### src/rtl/ex_mem_pkg.sv
// Shared types for the EX/MEM pipeline stage: control bundle layout and
// occupancy-state encoding.
package ex_mem_pkg;

    // Control bundle is {reg_write, mem_read, mem_write, mem_to_reg}, MSB first.
    localparam int CTRL_BITS       = 4;
    localparam int CTRL_REG_WRITE  = 3;
    localparam int CTRL_MEM_READ   = 2;
    localparam int CTRL_MEM_WRITE  = 1;
    localparam int CTRL_MEM_TO_REG = 0;

    typedef struct packed {
        logic reg_write;
        logic mem_read;
        logic mem_write;
        logic mem_to_reg;
    } ctrl_t;

    localparam logic [1:0] ST_EMPTY = 2'd0;
    localparam logic [1:0] ST_ONE   = 2'd1;
    localparam logic [1:0] ST_TWO   = 2'd2;

    typedef enum logic [1:0] {
        EMPTY = ST_EMPTY,
        ONE   = ST_ONE,
        TWO   = ST_TWO
    } state_t;

endpackage

### src/rtl/pipe_skid_reg.sv
// Falling-edge register with load enable and asynchronous clear; used for
// both the main and skid slots of the EX/MEM stage.
module pipe_skid_reg #(
    parameter int W = 8
) (
    input  logic         clk,
    input  logic         rst,
    input  logic         en,
    input  logic [W-1:0] d,
    output logic [W-1:0] q
);

    always_ff @(negedge clk or posedge rst) begin
        if (rst)
            q <= '0;
        else if (en)
            q <= d;
    end

endmodule

### src/rtl/ex_mem_stage.sv
// EX/MEM pipeline register with a one-entry skid buffer, clocked on the
// falling edge. Define EX_MEM_STAGE_FWD_EN to add the hazard-unit forwarding ports.
module ex_mem_stage
    import ex_mem_pkg::*;
#(
    parameter int DATA_W = 32,
    parameter int REG_W  = 5,
    parameter int CTRL_W = 4
) (
    input  logic              clk,
    input  logic              rst,
    input  logic              in_valid,
    output logic              in_ready,
    input  logic [DATA_W-1:0] in_alu,
    input  logic [REG_W-1:0]  in_rd,
    input  logic [REG_W-1:0]  in_rt,
    input  logic [DATA_W-1:0] in_dato_b,
    input  logic [CTRL_W-1:0] in_ctrl,
    input  logic              flush,
    output logic              out_valid,
    input  logic              out_ready,
    output logic [DATA_W-1:0] out_alu,
    output logic [REG_W-1:0]  out_rd,
    output logic [REG_W-1:0]  out_rt,
    output logic [DATA_W-1:0] out_dato_b,
    output logic [CTRL_W-1:0] out_ctrl
`ifdef EX_MEM_STAGE_FWD_EN
    ,
    output logic              fwd_valid,
    output logic [REG_W-1:0]  fwd_reg,
    output logic [DATA_W-1:0] fwd_data
`endif
);

    localparam int ENT_W = 2*DATA_W + 2*REG_W + CTRL_W;

    state_t             state;
    logic [ENT_W-1:0]   in_entry, main_d, main_q, skid_q;
    logic               xfer_in, xfer_out, main_en, skid_en;

    assign in_entry = {in_alu, in_rd, in_rt, in_dato_b, in_ctrl};
    assign xfer_in  = in_valid & in_ready & ~flush;
    assign xfer_out = out_valid & out_ready;

    // Main reloads from the skid when draining TWO, otherwise from the input.
    assign main_en = ~flush & (((state == EMPTY) & xfer_in) |
                               ((state == ONE) & xfer_in & xfer_out) |
                               ((state == TWO) & xfer_out));
    assign skid_en = ~flush & (state == ONE) & xfer_in & ~xfer_out;
    assign main_d  = (state == TWO) ? skid_q : in_entry;

    pipe_skid_reg #(.W(ENT_W)) u_main (
        .clk (clk),
        .rst (rst),
        .en  (main_en),
        .d   (main_d),
        .q   (main_q)
    );

    pipe_skid_reg #(.W(ENT_W)) u_skid (
        .clk (clk),
        .rst (rst),
        .en  (skid_en),
        .d   (in_entry),
        .q   (skid_q)
    );

    assign {out_alu, out_rd, out_rt, out_dato_b, out_ctrl} = main_q;

    always_ff @(negedge clk or posedge rst) begin
        if (rst) begin
            state     <= EMPTY;
            in_ready  <= 1'b1;
            out_valid <= 1'b0;
        end else if (flush) begin
            state     <= EMPTY;
            in_ready  <= 1'b1;
            out_valid <= 1'b0;
        end else begin
            case (state)
                EMPTY: if (xfer_in) begin
                    state     <= ONE;
                    out_valid <= 1'b1;
                end
                ONE: if (xfer_in && !xfer_out) begin
                    state    <= TWO;
                    in_ready <= 1'b0;
                end else if (!xfer_in && xfer_out) begin
                    state     <= EMPTY;
                    out_valid <= 1'b0;
                end
                TWO: if (xfer_out) begin
                    state    <= ONE;
                    in_ready <= 1'b1;
                end
                default: begin
                    state     <= EMPTY;
                    in_ready  <= 1'b1;
                    out_valid <= 1'b0;
                end
            endcase
        end
    end

`ifdef EX_MEM_STAGE_FWD_EN
    assign fwd_valid = out_valid & out_ctrl[CTRL_REG_WRITE] & (out_rd != '0);
    assign fwd_reg   = out_rd;
    assign fwd_data  = out_alu;
`endif

endmodule

### config.mk
export PLATFORM = sky130hd
export DESIGN_NAME = ex_mem_stage
export DESIGN_NICKNAME = d
export VERILOG_FILES = /design/src/rtl/ex_mem_pkg.sv /design/src/rtl/pipe_skid_reg.sv /design/src/rtl/ex_mem_stage.sv
export SDC_FILE = /design/constraint.sdc
export NUM_CORES = 1
export LEC_CHECK = 0
export CAP_MARGIN = 20
export CORE_MARGIN = 4
export CORE_UTILIZATION = 30
export DETAILED_ROUTE_END_ITERATION = 10
export GPL_TIMING_DRIVEN = 0
export RECOVER_POWER = 100
export SLEW_MARGIN = 20
export SYNTH_ARGS = -nofsm -noshare
export SYNTH_HDL_FRONTEND = slang
export SYNTH_SLANG_ARGS = --single-unit
### constraint.sdc
create_clock -name clk -period 5.9 [get_ports clk]
set_input_delay 1.18 -clock clk [delete_from_list [all_inputs] [get_ports clk]]
set_output_delay 1.18 -clock clk [all_outputs]
set_load 0.05 [all_outputs]
==> results of run 1 <==
## per-stage QoR
step	worst slack, ns	cell area (µm²)
final	0.0612	10500
after global routing	0.0159	10500
after CTS	0.00395	10500
after detailed placement	-0.757	9810
after global placement	-1.69	9710
after floorplan	-0.140	7680
## final timing paths
path	startpoint	end	slack, ns	depth (start not counted)
setup / recovery	u_main.q[54]	out_alu[8]	0.06	1
hold / removal	u_skid.q[51]	u_skid.q[51]	0.43	1
setup reg to reg	state[1]	u_main.q[77]	3.64	7
hold reg to reg	u_skid.q[51]	u_skid.q[51]	0.43	1
max in group asynchronous	rst	u_main.q[68]	0.31	4
min in group asynchronous	rst	u_main.q[18]	4.36	2
## state kept, by name (all words and copies together), names as in the netlist
signal and count:
state 2, in_ready 1, u_skid.q 78, out_valid 1
u_main.q 78
## metal layers
| metal | vias up | GRT usage |
|---|---|---|
| met3 | 20 | 0.0289 |
| met4 | 4 | 0.0455 |
| met2 | 129 | 0.261 |
| met5 | - | 0 |
| li1 | 2900 | - |
| met1 | 3092 | 0.238 |
## cell families after synthesis
kind of cell	share of synthesized area
adders and majority gates	0.00326
and+or+nand+nor	0.103
DFF	0.522
AOI/OAI and AO/OA	0.212
muxes	0.114
buffers and inverters	0.0450
## timing repair
action                                  in CTS  in global routing
pin swaps                                    2                  0
hold buffers                                 0                  0
endpoints found under the setup margin     122                 13
setup buffers                                4                  0
resized for setup                            4                  3
## area by class of cell
cell class,count,area [µm²]
clock buffer,19,443
buffer,76,317
antenna,1,2.50
tap,330,413
inverter,5,20.0
timing repair buffer,171,1720
sequential,160,4010
fill,2414,14700
multi-input combinational,416,3320
clock inverter,14,236
## power by group through the flow
stage	clock network, mW	logic (mW)	registers, mW
detailed placement	0.00212	1.65	1.76
global route	1.36	1.71	1.79
CTS	1.31	1.66	1.74
finish	1.28	1.60	1.74
global placement	0.00212	1.62	1.74
floorplan	0.00212	0.540	2.27
## layout by cell type, fill, tap and decap left out, drive strengths merged
| cell | Yosys | final |
|---|---|---|
| nand2 | 3 | 3 |
| buf | 18 | 13 |
| a211oi | 78 | 78 |
| ha | 2 | 2 |
| a211o | 1 | 1 |
| and3b | 80 | 80 |
| a22oi | 78 | 78 |
| dlygate4sd3 | 0 | 45 |
| o211ai | 1 | 1 |
| nand3b | 2 | 2 |
| a21oi | 80 | 80 |
| nand4b | 1 | 1 |
| nor3 | 1 | 1 |
| o32a | 1 | 1 |
| bufinv | 0 | 6 |
| inv | 6 | 7 |
| o21bai | 2 | 2 |
| a21o | 1 | 1 |
| clkdlybuf4s50 | 0 | 115 |
| clkinv | 0 | 5 |
| clkbuf | 61 | 92 |
| mux2 | 78 | 78 |
| diode | 0 | 1 |
| nand4bb | 1 | 1 |
| dfrtn | 159 | 159 |
| clkinvlp | 0 | 1 |
| a31oi | 1 | 1 |
| dfstp | 1 | 1 |
| nor2 | 2 | 2 |
| nand2b | 2 | 2 |
| nor4 | 1 | 1 |
| dlygate4sd2 | 0 | 1 |
==> flow_summary_export.csv, run 1 <==
group,metric,value,unit
status,status,"complete, no violations",
route,highest_layer,"met5",
placed_design,gp_congestion,0.765,
synthesis,synth_flop_cell,"dfrtn_1",
route,wl_met3,933,µm
critical_path,crit_buf_inv,1,
floorplanning,floorplan.die.height,168,µm
pwr,power_density,441,nW/µm²
critical_path,max_stage_delay,0.88,ns
hold_path,hold_path_class,"flip-flop to flip-flop",
floorplanning,num_io_pins,163,
global_route,gr-total-overflow,0,
pwr,p_clk_frac,0.278,
route,dr.pass1.iters,4,
cells_and_area,drive_gt1_frac,0.139,
timing,rsz0062_at_grt,"false",
timing,drv_slew,0,
route,wl_met2,11100,µm
timing,final_hold_viol_count,0,
synthesis,syn_avg_cell_area,11.6,µm²
cts,h-tree-depth,4,
synthesis,async_flop_share,1.00,
placed_design,dpl.hpwl,16600,µm
route,drt_iter0_markers,381,
synthesis,synth_fp_nets,746,
floorplanning,die_area,28200,µm²
route,drt-met1-wl,11000,µm
global_route,grt_pass1_vias,6371,
placed_design,dpl.cell_count,1158,
synthesis,ys_seq_area_frac,0.522,
synthesis,synthCells,661,
global_route,antenna_found_initial,2,
floorplanning,start_util,0.305,
placed_design,numPortBuffers,162,
synthesis,synth_area,7670,µm²
cts,cts.reportedPaths.clkPinSlew,0.05,ns
cts,cts_tree,"done",
job,cap_viol_max_count,0,
timing,skew,0.0521,ns
floorplanning,core_area,25200,µm²
route,antenna_left,0,
synthesis,synth_most_common_cell,"dfrtn_1",
synthesis,ys_ff_latch,160,
global_route,grt_max_degree,32,
cells_and_area,utilization,0.416,
route,post_drt_wl_per_cell,19.6,µm
synthesis,yosysWarnings,0,
cts,cts_inserted_buffers,17,
floorplanning,placement_rows,58,
pwr,combPwrFrac,0.347,
critical_path,cpMaxStageDelayCell,"dlygate4sd3_1",
cts,clock_path_buffers,2,
timing,setup_viol,0,
critical_path,cp_top_family,"buffers and inverters",
route,viasPerCell,5.16,
cts,root_buffer,"clkbuf_16",
global_route,grt_pass1_wl,37200,µm
pwr,switchingPower,1.66,mW
pwr,finalPower,4.62,mW
pwr,p_seq_frac,0.375,
synthesis,synthDistinctLibCells,28,
timing,fin_setup_tns,0,ns
route,drc,0,
pwr,vdd_drop_max,187,µV
timing,holdWs,0.426,ns
pwr,intPower,2.97,mW
floorplanning,die_w,168,µm
pwr,switching_share,0.358,
timing,max_slew.worst_pin.slew,1.31,ns
cells_and_area,stdcell_count,1192,
synthesis,synth_area_leader_cell,"dfrtn_1",
synthesis,synth_edf_count,0,
critical_path,path_cells,"dlygate4sd3_1",
global_route,grt_usage,0.166,
cells_and_area,fin_nets,933,
timing,slew_headroom,0.121,
synthesis,synth_top_cells_by_area,"dfrtn_1, and3b_1, mux2_2",
pwr,leakage,4.39,nW
critical_path,cp.required,4.72,ns
critical_path,worst-path-max-fanout,2,
synthesis,synth_top_area_frac,0.519,
synthesis,synthTopCellsByCount,"dfrtn_1, a21oi_1, and3b_1",
cts,clk_latency,0.44,ns
critical_path,crit_type,"flip-flop to output port",
route,routed_wl,23400,µm
cells_and_area,syn_to_final_growth,36.5,%
route,num_vias,6145,
critical_path,cp-start-kind,"flip-flop",
cts,cts_sinks,160,
critical_path,crit_arrival,4.66,ns
critical_path,setup.worst_path.end_class,"output port",
Power figures use the tool's default switching activity.
==> inputs of run 2 (changes only) <==
- CTS_BUF_LIST: not set -> sky130_fd_sc_hd__clkbuf_16
- SKIP_CTS_REPAIR_TIMING: not set -> 1
- clock period: 5.9 -> 6.9 ns (I/O delays scaled with it)
==> run 2 against run 1 <==
Net effect: die area is the same; hold slack about the same; cell area shrank 0.41%; largest cell class unchanged; clock power is 16% lower; critical path type is now input port to flip-flop; clock skew grew 0.00071 ns; setup slack improved by 0.059 ns; sequential cell count unchanged; clock-buffer cell count is 2 lower; core utilization shrank 0.17 points; sequential share of layout area rose by 0.16 points.
==> flow_summary_export.csv, run 2 (synthesis results as in run 1) <==
group,metric,value,unit
status,status,"complete, no violations",
timing,setup_viol,0,
critical_path,cp-start-kind,"input port",
pwr,power_density,375,nW/µm²
cells_and_area,drive_gt1_frac,0.129,
critical_path,crit_type,"input port to flip-flop",
cts,cts_tree,"done",
route,viasPerCell,5.13,
floorplanning,core_area,25200,µm²
critical_path,setup.worst_path.end_class,"flip-flop",
placed_design,dpl.hpwl,16600,µm
route,routed_wl,23400,µm
global_route,antenna_found_initial,2,
floorplanning,die_w,168,µm
cells_and_area,fillers,2418,
route,dr.pass1.iters,5,
route,drt_iter0_markers,352,
floorplanning,num_io_pins,163,
hold_path,hold_path_class,"flip-flop to flip-flop",
cts,cts_sinks,160,
global_route,grt_usage,0.166,
critical_path,worst-path-max-fanout,10,
global_route,gr-total-overflow,0,
pwr,vdd_drop_max,157,µV
cts,cts_inserted_buffers,17,
placed_design,numPortBuffers,162,
timing,max_slew.worst_pin.slew,1.18,ns
job,cap_viol_max_count,0,
cts,clk_latency,0.44,ns
timing,holdWs,0.426,ns
cts,cts.reportedPaths.clkPinSlew,0.05,ns
floorplanning,floorplan.die.height,168,µm
cts,h-tree-depth,4,
timing,fin_setup_tns,0,ns
timing,final_hold_viol_count,0,
timing,setup_slack,0.120,ns
global_route,grt_max_degree,32,
cts,root_buffer,"clkbuf_16",
global_route,grt_pass1_wl,37200,µm
cells_and_area,final_cell_mix,"dfrtn_1, dlygate4sd3_1, and3b_1, a21oi_1, clkdlybuf4s50_1",
critical_path,crit_arrival,3.75,ns
timing,slew_headroom,0.211,
route,antenna_left,0,
placed_design,post-place-ws,-0.457,ns
cells_and_area,fin_nets,934,
cells_and_area,largestRegisters,"u_main.q x78, u_skid.q x78, state x2",
placed_design,gp_congestion,0.765,
floorplanning,start_util,0.305,
route,drc,0,
timing,drv_slew,0,
floorplanning,die_area,28200,µm²
timing,skew,0.0529,ns
critical_path,cp.required,3.87,ns
timing,rsz0062_at_grt,"false",
cells_and_area,mostFrequentLayoutCell,"dfrtn_1",
route,post_drt_wl_per_cell,19.6,µm
floorplanning,placement_rows,58,
cts,clock_path_buffers,2,
cells_and_area,syn_to_final_growth,36.0,%
route,num_vias,6120,
pwr,leakage,4.33,nW
global_route,grt_pass1_vias,6364,
run 2: changes by cell type in the layout (fill, tap and decap cells not counted), moves of 2 or more:
cell / before / now
buf_12: 3 / 1
buf_2: 7 / 9
clkbuf_1: 58 / 65
clkbuf_2: 12 / 7
clkbuf_4: 4 / 0
clkdlybuf4s50_1: 115 / 80
dlygate4sd3_1: 45 / 82
run 2: final timing paths:
check                             start           end  slack (ns)  cells after the start
max in group asynchronous           rst  u_main.q[68]        0.36                      4
min                        u_skid.q[39]  u_skid.q[39]        0.43                      1
max reg2reg                    state[1]  u_main.q[50]        4.28                      6
max                               flush      state[1]        0.12                      7
min reg2reg                u_skid.q[39]  u_skid.q[39]        0.43                      1
min in group asynchronous           rst  u_main.q[18]        5.01                      2
run 2: area by class of cell:
class                      count  area (µm²)  share of cell area
timing repair buffer         169        1680               0.161
multi-input combinational    416        3320               0.319
buffer                        79         320              0.0307
antenna                        1        2.50            0.000240
clock buffer                  17         425              0.0408
clock inverter                16         244              0.0234
inverter                       5        20.0             0.00192
sequential                   160        4010               0.384
tap                          330         413              0.0396
run 2: per-layer routing:
layer / track usage / wire length [µm]
met2: 0.261 / 11100
met3: 0.0293 / 939
met4: 0.0459 / 229
met5: 0 / 34
met1: 0.238 / 11100
run 2: critical path, cell delays in order:
cell           delay [ns]
dlygate4sd3_1        0.67
clkbuf_2             0.38
clkbuf_1             0.42
nor2_1               0.13
ha_1                 0.31
o32a_1               0.34
nor2_1               0.10
run 2: report_power, final:
group	internal (mW)	total (mW)	switching [mW]
Clock	0.680	1.08	0.404
Combinational	0.507	1.34	0.836
Sequential	1.31	1.48	0.168
run 2: per-stage QoR:
| stage | cells | utilization | cell area, µm² | power [mW] |
|---|---|---|---|---|
| floorplan | 661 | - | 7680 | 2.40 |
| global placement | 1153 | 0.386 | 9710 | 2.88 |
| detailed placement | 1158 | 0.390 | 9810 | 2.91 |
| CTS | 1190 | 0.416 | 10500 | 4.01 |
| global route | 1192 | 0.414 | 10400 | 4.11 |
| finish | 1193 | 0.414 | 10400 | 3.91 |
